$ cat config.mk
export PLATFORM = sky130hd
export DESIGN_NAME = bcd_display_driver
export DESIGN_NICKNAME = d
export VERILOG_FILES = /design/src/rtl/bcd_display_driver.sv
export SDC_FILE = /design/constraint.sdc
export NUM_CORES = 1
export LEC_CHECK = 0
export ABC_CLOCK_PERIOD_IN_PS = 1880
export CAP_MARGIN = 15
export CORE_MARGIN = 2
export CORE_UTILIZATION = 57
export CTS_BUF_LIST = sky130_fd_sc_hd__clkbuf_4
export CTS_CLUSTER_SIZE = 40
export DETAILED_ROUTE_END_ITERATION = 8
export GPL_TIMING_DRIVEN = 0
export PLACE_DENSITY = 0.89
export SLEW_MARGIN = 20
export SYNTH_ARGS = -nofsm -noshare
export SYNTH_HDL_FRONTEND = slang
export SYNTH_SLANG_ARGS = --single-unit
$ cat constraint.sdc
create_clock -name clock -period 1.88 [get_ports clock]
set_clock_uncertainty 0.1 [all_clocks]
set_input_delay 0.282 -clock clock [delete_from_list [all_inputs] [get_ports clock]]
set_output_delay 0.282 -clock clock [all_outputs]
set_load 0.01 [all_outputs]
$ cat src/rtl/bcd_display_driver.sv
// Binary-to-decimal display driver: converts an unsigned binary value to DIGITS
// BCD digits with an iterative shift-add-3 (double dabble) loop, one input bit per
// clock, then latches active-low seven-segment codes for the board HEX displays.
//
// Ports:
//   clock     - system clock, all state updates on posedge
//   resetn    - asynchronous active-low reset
//   in_value  - unsigned binary value to display (IN_WIDTH bits)
//   in_valid  - in_value valid this cycle, taken when in_ready is high
//   in_ready  - converter idle, can accept a value
//   done      - one-cycle pulse when segments/overflow update
//   overflow  - displayed value exceeds 10^DIGITS-1
//   segments  - active-low gfedcba per digit, digit k in [7k+6:7k], digit 0 = ones
module bcd_display_driver #(
    parameter int unsigned IN_WIDTH = 32,
    parameter int unsigned DIGITS   = 4,
    parameter int unsigned BLANK_LZ = 1
) (
    input  logic                  clock,
    input  logic                  resetn,
    input  logic [IN_WIDTH-1:0]   in_value,
    input  logic                  in_valid,
    output logic                  in_ready,
    output logic                  done,
    output logic                  overflow,
    output logic [7*DIGITS-1:0]   segments
);

    localparam int unsigned BCD_W = 4 * DIGITS;
    localparam int unsigned SEG_W = 7 * DIGITS;
    localparam int unsigned CNT_W = $clog2(IN_WIDTH + 1);
    // Comparison width wide enough for both the input and 10^DIGITS (<= 10^8).
    localparam int unsigned CMP_W = (IN_WIDTH + 1 > 64) ? IN_WIDTH + 1 : 64;

    localparam logic [63:0] LIMIT = 64'(10) ** DIGITS;

    localparam logic [6:0] SEG_BLANK = 7'b1111111;
    localparam logic [6:0] SEG_DASH  = 7'b0111111;
    localparam logic [6:0] SEG_ZERO  = 7'b1000000;

    typedef enum logic [1:0] {
        ST_IDLE  = 2'd0,
        ST_SHIFT = 2'd1,
        ST_LATCH = 2'd2
    } state_e;

    // One decimal digit to active-low gfedcba; non-decimal nibbles are blanked.
    function automatic logic [6:0] seg7(input logic [3:0] d);
        logic [6:0] s;
        case (d)
            4'd0:    s = 7'b1000000;
            4'd1:    s = 7'b1111001;
            4'd2:    s = 7'b0100100;
            4'd3:    s = 7'b0110000;
            4'd4:    s = 7'b0011001;
            4'd5:    s = 7'b0010010;
            4'd6:    s = 7'b0000010;
            4'd7:    s = 7'b1111000;
            4'd8:    s = 7'b0000000;
            4'd9:    s = 7'b0010000;
            default: s = SEG_BLANK;
        endcase
        return s;
    endfunction

    // Display pattern for value 0, shown out of reset.
    function automatic logic [SEG_W-1:0] reset_pattern();
        logic [SEG_W-1:0] p;
        p = '0;
        for (int k = 0; k < int'(DIGITS); k++) begin
            p[7*k +: 7] = (k == 0 || BLANK_LZ == 0) ? SEG_ZERO : SEG_BLANK;
        end
        return p;
    endfunction

    localparam logic [SEG_W-1:0] SEG_RESET = reset_pattern();

    state_e              state_q,    state_d;
    logic [IN_WIDTH-1:0] shift_q,    shift_d;
    logic [BCD_W-1:0]    bcd_q,      bcd_d;
    logic [CNT_W-1:0]    cnt_q,      cnt_d;
    logic                ovf_pend_q, ovf_pend_d;
    logic                overflow_q, overflow_d;
    logic [SEG_W-1:0]    segments_q, segments_d;
    logic                done_q,     done_d;
    logic                in_ready_q, in_ready_d;

    logic                in_overflow_c;
    logic [BCD_W-1:0]    bcd_adj_c;
    logic [SEG_W-1:0]    seg_enc_c;

    // Overflow decided once at accept time against the full-precision input.
    assign in_overflow_c = (CMP_W'(in_value) >= CMP_W'(LIMIT));

    // Add-3 correction on every nibble >= 5 before each shift.
    always_comb begin
        bcd_adj_c = '0;
        for (int k = 0; k < int'(DIGITS); k++) begin
            bcd_adj_c[4*k +: 4] = (bcd_q[4*k +: 4] >= 4'd5) ? bcd_q[4*k +: 4] + 4'd3
                                                            : bcd_q[4*k +: 4];
        end
    end

    // Segment encoding of the finished BCD value, scanning from the top digit
    // so leading zeros can be blanked.
    always_comb begin
        logic       lead_zero;
        logic [3:0] nib;
        int         k;
        seg_enc_c = '0;
        lead_zero = 1'b1;
        nib       = '0;
        k         = 0;
        for (int i = 0; i < int'(DIGITS); i++) begin
            k   = int'(DIGITS) - 1 - i;
            nib = bcd_q[4*k +: 4];
            if (nib != 4'd0) begin
                lead_zero = 1'b0;
            end
            if (ovf_pend_q) begin
                seg_enc_c[7*k +: 7] = SEG_DASH;
            end else if (BLANK_LZ != 0 && lead_zero && k != 0) begin
                seg_enc_c[7*k +: 7] = SEG_BLANK;
            end else begin
                seg_enc_c[7*k +: 7] = seg7(nib);
            end
        end
    end

    // Next-state and registered-output logic.
    always_comb begin
        state_d    = state_q;
        shift_d    = shift_q;
        bcd_d      = bcd_q;
        cnt_d      = cnt_q;
        ovf_pend_d = ovf_pend_q;
        overflow_d = overflow_q;
        segments_d = segments_q;
        done_d     = 1'b0;
        in_ready_d = in_ready_q;
        case (state_q)
            ST_IDLE: begin
                if (in_valid) begin
                    shift_d    = in_value;
                    bcd_d      = '0;
                    ovf_pend_d = in_overflow_c;
                    cnt_d      = '0;
                    in_ready_d = 1'b0;
                    state_d    = ST_SHIFT;
                end
            end
            ST_SHIFT: begin
                // Bits leaving the top of the BCD register are dropped; the
                // overflow flag already covers that case.
                {bcd_d, shift_d} = {bcd_adj_c, shift_q} << 1;
                cnt_d            = cnt_q + CNT_W'(1);
                if (cnt_q == CNT_W'(IN_WIDTH - 1)) begin
                    state_d = ST_LATCH;
                end
            end
            ST_LATCH: begin
                segments_d = seg_enc_c;
                overflow_d = ovf_pend_q;
                done_d     = 1'b1;
                in_ready_d = 1'b1;
                state_d    = ST_IDLE;
            end
            default: begin
                in_ready_d = 1'b1;
                state_d    = ST_IDLE;
            end
        endcase
    end

    // State and output registers.
    always_ff @(posedge clock or negedge resetn) begin
        if (!resetn) begin
            state_q    <= ST_IDLE;
            shift_q    <= '0;
            bcd_q      <= '0;
            cnt_q      <= '0;
            ovf_pend_q <= 1'b0;
            overflow_q <= 1'b0;
            segments_q <= SEG_RESET;
            done_q     <= 1'b0;
            in_ready_q <= 1'b1;
        end else begin
            state_q    <= state_d;
            shift_q    <= shift_d;
            bcd_q      <= bcd_d;
            cnt_q      <= cnt_d;
            ovf_pend_q <= ovf_pend_d;
            overflow_q <= overflow_d;
            segments_q <= segments_d;
            done_q     <= done_d;
            in_ready_q <= in_ready_d;
        end
    end

    assign in_ready = in_ready_q;
    assign done     = done_q;
    assign overflow = overflow_q;
    assign segments = segments_q;

endmodule
Word-level counts from Yosys, hierarchy flattened --
Memory sizes are Yosys's and may differ from the RTL's. Index checks and enable logic that the tools add are counted.
Word-level totals: memory bits (read-only) 448, output and inout bits 31, memories 4, register bits 88, logic and storage cells 64
Memory list:
- (name not given) | words 16, bits a word 7, read ports 1, clocked after Yosys merged registers in 0, wr ports 0, RTL line 50 | case (d)
- (name not given) | words 16, bits a word 7, read ports 1, clocked after Yosys merged registers in 0, wr ports 0, RTL line 50
- (name not given) | words 16, bits a word 7, read ports 1, clocked after Yosys merged registers in 0, wr ports 0, RTL line 50
- (name not given) | words 16, bits a word 7, read ports 1, clocked after Yosys merged registers in 0, wr ports 0, RTL line 50
Operators by class: bitwise operators 1, magnitude comparators 5, equality and inequality tests 5, multiplexer cells 26, add/sub/neg operators 5, reductions and logical operators 9
Operators by type and width (number):
- 32-bit case mux with 2 select lines | 1
- 7-bit 2-to-1 mux | 7
- 32-bit by 14-bit >= comparator with 1-bit output (second input constant) | 1
- 32-bit 2-to-1 mux | 1
- 16-bit case mux with 2 select lines | 1
- 4-bit by 3-bit >= comparator with 1-bit output (second input constant) | 4
- 16-bit 2-to-1 mux | 1
- 4-bit by 2-bit adder with 4-bit output (second input constant) | 3
- 4-bit 2-to-1 mux | 3
- 6-bit case mux with 2 select lines | 1
- 4-bit nonzero test | 3
- 2-bit AND reduction | 4
- 6-bit by 1-bit adder with 6-bit output (second input constant) | 1
- 6-bit by 5-bit equality test with 1-bit output (second input constant) | 1
- 6-bit 2-to-1 mux | 1
- 1-bit 2-to-1 mux | 5
- 2-bit 2-to-1 mux | 2
- 2-bit != test (second input constant) | 2
- 2-bit case mux with 2 select lines | 1
- 3-bit by 2-bit adder with 3-bit output (second input constant) | 1
- 3-bit 2-to-1 mux | 1
- 2-bit by 1-bit equality test with 1-bit output (second input constant) | 1
- 2-bit equality test (second input constant) | 1
- 2-bit logical NOT | 1
- other kinds (3) | 3

Depth between registers and ports, before layout --
Gate-level depths: netlist of run 1.
word-level depth 6, depth in mapped cells 7

Worst setup path before layout of run 1 --
Ideal clock, no wire load.
path type reg2reg, start point register bcd_q[12], end point register segments_q[21], in the netlist segments[21], arrival 1.451 ns, setup slack 0.236 ns, cell stages (with the launch flop) 7, setup time 0.093 ns, required time 1.687 ns, path through dfrtp_1 -> inv_1 -> ha_1 -> nor2b_1 -> a2bb2oi_1 -> a2111oi_2 -> a21oi_1
On the way: longest elaborated chain between the ends 3, elaborated cells on any way between the ends 4
RTL lines:
- from (decl) | RTL line 80 | logic [BCD_W-1:0] bcd_q, bcd_d;
- from (signal assigned) | RTL line 180 | bcd_q <= '0;
- from (signal assigned) | RTL line 190 | bcd_q <= bcd_d;
- memory read 16 x 7 bit or 4-bit nonzero test (tied branches)
- 7-bit 2-to-1 mux * | RTL line 122 | end else if (BLANK_LZ != 0 && lead_zero && k != 0) begin
- 7-bit 2-to-1 mux * | RTL line 120 | if (ovf_pend_q) begin
- to (signal assigned) | RTL line 194 | segments_q <= segments_d;
- to (decl) | RTL line 84 | logic [SEG_W-1:0] segments_q, segments_d;
Every way passes the cells marked *; elsewhere a longest branch is shown, timed or not. A chain may end at the register's enable or synchronous reset.

Final worst setup path of run 1 --
start point register bcd_q[13], end point register segments_q[23], in the netlist segments[23]
Same word-level chain as after synthesis.

==> out/metrics.cfg, run 1 <==
[pwr]
finalPower_mw=8.76
peakVddDrop_mv=0.748
p_leak_nw=2.46
p_per_area_nw_per_um2=1560

[placement]
post-place-ws_ps=-41.0
gp_congestion=0.908
place_hpwl_um=7800
io_buffers=65

[routing]
drtPass1Iterations=5
routed_wirelength_um=11000
via_per_inst=5.97
wire_per_inst_um=16.0
drt-initial-drc-count=214
route.detailed.drc=0
ant_nets=0
via_count=4104

[timing]
final_hold_viol_count=0
whs_ps=256
timing.fmax_mhz=552
drv_slew=0
setup_ws_ps=69.0
finalCritPeriodShare_pct=96.3
worst_slew_pin_slew_ps=546
fin_crit_ps=1810
setup_tns_ps=0
slew_headroom_pct=62.7
setup_violations=0

[cts]
cts_buffer_depth=2
cts-root-buf=clkbuf_4
numCtsBuffers=9
cts_max_level=3
cts.sinks=88
clk_pin_slew_ps=140
cts_tree=done
clk_latency_ps=450

[yosys]
yosys.area.top_type=dfrtp_1
ys_seq_area_share_pct=48.2
syn-num-nets=561
synth-async-reset-ratio_pct=100
yosys.cell_count.top_type=nand2_1
synth_top_cell_area_share_pct=35.2
ys_types=53
ys_seq_elements=88
synthCells=501
synth-edff-count=0
yosys-top-cells-area=dfrtp_1, dfstp_2, ha_1
synthesis.area_um2=4630
syn_avg_cell_area_um2=9.24
synth_flop_cell=dfrtp_1
synth_commonest_cells=nand2_1, dfrtp_1, nor2_1, a21oi_1, o21ai_0
yosysWarnings=0

[floorplan]
ios=66
design.die.area_um2=8850
dieHeight_um=94.1
start_util_pct=59.3
die_x_um=94.1
fp-row-count=32
core_area_um2=7810

[worst_setup_path]
timing.rr.end=segments[23]$_DFFE_PN1P_
required_ps=2150
critPathMaxStageDelay_ps=550
start_kind=register
crit_family=compound AO/OA/AOI/OAI gates
setup.worst_path.start=bcd_q[13]$_DFFE_PN0P_
reg2regPathDepth=6
crit_end=segments[23]$_DFFE_PN1P_
cp_num_buf_inv=1
timing.rr.start=bcd_q[13]$_DFFE_PN0P_
r2r_setup_slack_ps=70
worstSetupPathType=reg -> reg
crit_path_cell_trace=inv_1 > ha_2 > nor2b_1 > a2bb2oi_1 > a2111oi_0 > nor2_1
cp_max_fo=5
cp.arrival_ps=2080
crit_cells=6
end_kind=register
cp_slowest_cell=a2111oi_0

[cells_and_area]
areaGrowthSynthToFinish_pct=21.0
n_fill_cell=596
diodes=0
drive_gt1_share_pct=14.3
final_nets=641

[global_route]
grt_pass1_vias=4020
antenna_found_initial=0
grt_max_degree=46
grtUsageTotal_pct=26.0
grt_pass1_wl_um=18000
gr-total-overflow=0

[status]
status=finished, final reports clean

[run]
maxCapViolCount=0

[worst_hold_path]
hold_path_class=in -> async

[metal layers]
layer / vias to the layer above / routed length (µm) / share of wire [%] / track usage, %
met5: - / 0 / 0 / 0
met4: 0 / 364 / 3.3 / 14.1
met3: 41 / 638 / 5.8 / 4.17
met2: 170 / 5390 / 49 / 42.5
met1: 1968 / 4620 / 42 / 33.0
li1: 1925 / - / - / -
[worst register-to-register path, stage by stage, from the launching register on]
cell       delay (ps)
dfrtp_2           410
inv_1              90
ha_2              210
nor2b_1           140
a2bb2oi_1         160
a2111oi_0         550
nor2_1             80
[worst min-delay path by stage]
stage / end / slack, ps / cells past startpoint
2_1_floorplan: bcd_q[0]$_DFFE_PN0P_ / -110 / 0
3_3_place_gp: segments[27]$_DFFE_PN1P_ / 350 / 2
3_5_place_dp: done$_DFF_PN0_ / 210 / 1
4_1_cts: done$_DFF_PN0_ / 260 / 2
5_1_grt: shift_q[25]$_DFFE_PN0P_ / 290 / 2
6_report: done$_DFF_PN0_ / 260 / 2
[power by group]
group | internal (mW) | switching, mW | total, mW
registers | 2.84 | 0.615 | 3.46
logic | 1.88 | 2.21 | 4.09
clock network | 0.548 | 0.657 | 1.21
total | 5.27 | 3.48 | 8.76
[metrics by stage]
stage          util, %  cells  cell area, µm²
2_1_floorplan        -    501            4630
3_3_place_gp      69.2    668            5410
3_5_place_dp      69.5    669            5420
4_1_cts           71.5    687            5580
5_1_grt           71.7    688            5600
6_report          71.7    688            5600
[kinds of logic (layout without fill, tap and decap cells)]
logic type	count (synthesis)	in the layout	synth area share (%)
flops	88	88	48.2
mux	6	6	1.33
fa+ha+maj	25	25	6.76
compound gates	135	135	18.9
xor+xnor	6	6	1.14
simple gates	193	193	19.1
buf+inv	48	133	4.57
[what timing repair did]
action	CTS	global route
hold buffers	1	0
setup endpoints to repair	26	10
setup buffers	1	1
hold endpoints to repair	28	0
gates resized for setup	30	4
[layout by cell type (no fill, tap or decap), drive strengths merged, types with 2 or more instances in the layout]
master / count
nand2: 82
dfrtp: 65
nor2: 44
clkdlybuf4s50: 41
o21ai: 37
buf: 27
a21oi: 26
a22oi: 25
ha: 25
dfstp: 23
dlygate4sd2: 23
inv: 19
nand3: 17
nor3: 16
clkbuf: 16
o22ai: 8
o22a: 8
nand2b: 7
nor2b: 6
a31oi: 6
nor4: 6
mux2i: 5
xnor2: 5
a21o: 4
nor3b: 4
o31ai: 3
a211oi: 3
o311ai: 3
a2111oi: 3
nand4: 2
a22o: 2
clkinvlp: 2
bufinv: 2
and2: 2
clkinv: 2
[state kept, by name, summed over array words and instances (netlist names)]
register    count
shift_q        32
segments       28
bcd_q          16
cnt_q           6
state_q         2
done            1
in_ready        1
overflow        1
ovf_pend_q      1
[final cells by class]
class                   count  area, µm²  share of cell area [%]
clock buffers              10       75.1                    1.34
well taps                 102        128                    2.28
plain buffers              29        140                    2.50
multi-input cells         365       2200                    39.3
flip-flops and latches     88       2240                    39.9
clock inverters             6       83.8                    1.50
inverters                  19       71.3                    1.27
repair buffers             69        664                    11.9
No activity file was read; power rests on OpenSTA's default activity.
==> inputs of run 2 (changes only) <==
--- a/config.mk
+++ b/config.mk
@@ -8,12 +8,11 @@
 export ABC_CLOCK_PERIOD_IN_PS = 1880
 export CAP_MARGIN = 15
 export CORE_MARGIN = 2
-export CORE_UTILIZATION = 57
-export CTS_BUF_LIST = sky130_fd_sc_hd__clkbuf_4
+export CORE_UTILIZATION = 55
 export CTS_CLUSTER_SIZE = 40
 export DETAILED_ROUTE_END_ITERATION = 8
 export GPL_TIMING_DRIVEN = 0
-export PLACE_DENSITY = 0.89
+export PLACE_DENSITY = 0.86
 export SLEW_MARGIN = 20
 export SYNTH_ARGS = -nofsm -noshare
 export SYNTH_HDL_FRONTEND = slang
==> run 2 against run 1 <==
Clock-buffer cell count shrank 1. Maximum frequency shrank 1.6%. Non-clock buffer count shrank 2. Sequential power is essentially flat. Highest routed layer unchanged. Die area grew 3.5%. Global-route usage down 0.58 points. Register-to-register slack about the same. Sequential cell count did not move. Final cell count increased by 0.15%. Critical path type is now reg -> out. Core utilization shrank 2.5 points. Final area is 1.0% higher. Clock power is essentially flat.
==> out/metrics.cfg, run 2 (synthesized netlist as in run 1, its figures left out) <==
[pwr]
p_per_area_nw_per_um2=1570  ; +0.50%
finalPower_mw=8.89  ; +1.5%
p_leak_nw=2.45  ; -0.35%
peakVddDrop_mv=0.651  ; -13%

[routing]
via_per_inst=5.80  ; -2.7%
wire_per_inst_um=15.5  ; -3.4%
drtPass1Iterations=4  ; -1
routed_wirelength_um=10700  ; -3.3%
drt-initial-drc-count=216  ; +0.93%
ant_nets=0  ; unchanged
route.detailed.drc=0  ; unchanged
via_count=3999  ; -2.6%

[cts]
cts_buffer_depth=2  ; unchanged
post_cts_buffers=0  ; -1
clk_pin_slew_ps=90  ; -50 ps
cts.sinks=88  ; unchanged
cts-root-buf=clkbuf_8
numCtsBuffers=9  ; unchanged
cts_max_level=3  ; unchanged
cts_tree=done
clk_latency_ps=370  ; -80 ps

[worst_setup_path]
r2r_setup_slack_ps=70  ; about the same
cp_max_fo=2  ; -3
end_kind=output port
cp.arrival_ps=1460  ; -620 ps
start_kind=register
crit_path_cell_trace=clkdlybuf4s50_1
cp_num_buf_inv=1  ; unchanged
required_ps=1500  ; -650 ps
critPathMaxStageDelay_ps=560  ; about the same
worstSetupPathType=reg -> out
crit_family=flip-flops
cp_slowest_cell=dfstp_2

[cells_and_area]
final_nets=639  ; -0.31%
multiInputGateArea_um2=2210  ; +0.34%
areaGrowthSynthToFinish_pct=22.2
ff_latch_area_um2=2240  ; about the same
final_common_cell=nand2_1
final_cell_area_um2=5660  ; +1.0%
n_fill_cell=638  ; +7.0%
drive_gt1_share_pct=14.9  ; +0.56 points
regMostFlops=shift_q
diodes=0  ; unchanged
final_cell_mix=nand2_1, clkdlybuf4s50_1, dfrtp_1
largest_reg_flops=32  ; unchanged

[timing]
slew_headroom_pct=67.2  ; +4.5 points
rsz0062_at_grt=no
setup_tns_ps=0  ; unchanged
finalCritPeriodShare_pct=97.8  ; +1.5 points
timing.fmax_mhz=544  ; -1.6%
fin_crit_ps=1840  ; +28.6 ps
whs_ps=284  ; +27.5 ps
worst_slew_pin_slew_ps=480  ; -66.1 ps
setup_violations=0  ; unchanged
drv_slew=0  ; unchanged
final_hold_viol_count=0  ; unchanged
setup_ws_ps=40.4  ; -28.6 ps

[global_route]
grt_busiest_layer=met2
met3_usage_pct=3.68  ; -0.49 points
grt_pass1_wl_um=18200  ; +0.80%
use_met2_pct=42.4  ; -0.13 points
grt_pass1_vias=3962  ; -1.4%
grt_use_met1_pct=33.1  ; +0.11 points
grt_max_degree=60  ; +30%
grtUsageTotal_pct=25.4  ; -0.58 points
gr-total-overflow=0  ; unchanged
antenna_found_initial=0  ; unchanged

[floorplan]
start_util_pct=56.6  ; -2.7 points
core_area_um2=8180  ; +4.7%
dieHeight_um=95.7  ; +1.7%
fp-row-count=33  ; +3.1%
die_x_um=95.7  ; +1.7%
design.die.area_um2=9160  ; +3.5%
ios=66  ; unchanged

[placement]
io_buffers=65  ; unchanged
place_area_um2=5430  ; +0.21%
place_hpwl_um=7720  ; -0.96%
gp_congestion=0.908  ; about the same
post-place-ws_ps=-41.3  ; -0.275 ps

[run]
maxCapViolCount=0  ; unchanged

[status]
status=finished, final reports clean

[worst_hold_path]
hold_path_class=in -> async

==> run 2: layer usage <==
metal | share of wire (%) | vias up
met4 | 2.1 | 0
met2 | 49 | 135
met1 | 44 | 1924
li1 | - | 1921
met5 | 0 | -
met3 | 5.3 | 19
==> run 2: metrics by stage <==
stage	instances	utilization [%]
2_1_floorplan	501	-
3_3_place_gp	671	66.2
3_5_place_dp	672	66.5
4_1_cts	689	68.8
5_1_grt	689	69.2
6_report	689	69.2
==> run 2: report_power, final <==
group / switching (mW) / internal [mW]
Combinational: 2.17 / 2.00
Clock: 0.737 / 0.494
Sequential: 0.635 / 2.85
==> run 2: worst paths after layout <==
path | from | to | cells after the start
setup / recovery | in_ready$_DFFE_PN1P_ | in_ready | 1
setup reg to reg | bcd_q[12]$_DFFE_PN0P_ | segments[22]$_DFFE_PN1P_ | 6
hold reg to reg | segments[27]$_DFFE_PN1P_ | segments[27]$_DFFE_PN1P_ | 2
min in group clock | segments[27]$_DFFE_PN1P_ | segments[27]$_DFFE_PN1P_ | 2
hold / removal | resetn | segments[2]$_DFFE_PN0P_ | 2
max in group asynchronous | resetn | segments[17]$_DFFE_PN1P_ | 3
==> run 2: final cells by class <==
type	instances	share of cell area, %
multi-input combinational	365	39.0
clock buffer	9	2.19
tap	105	2.32
sequential	88	39.6
timing repair buffer	67	12.1
buffer	29	2.52
inverter	19	1.26
clock inverter	7	0.973
==> run 2: timing repair <==
action	4_1_cts	5_1_grt
setup endpoints to repair	4	24
hold endpoints to repair	28	0
hold buffers	1	0
resized for setup	4	13
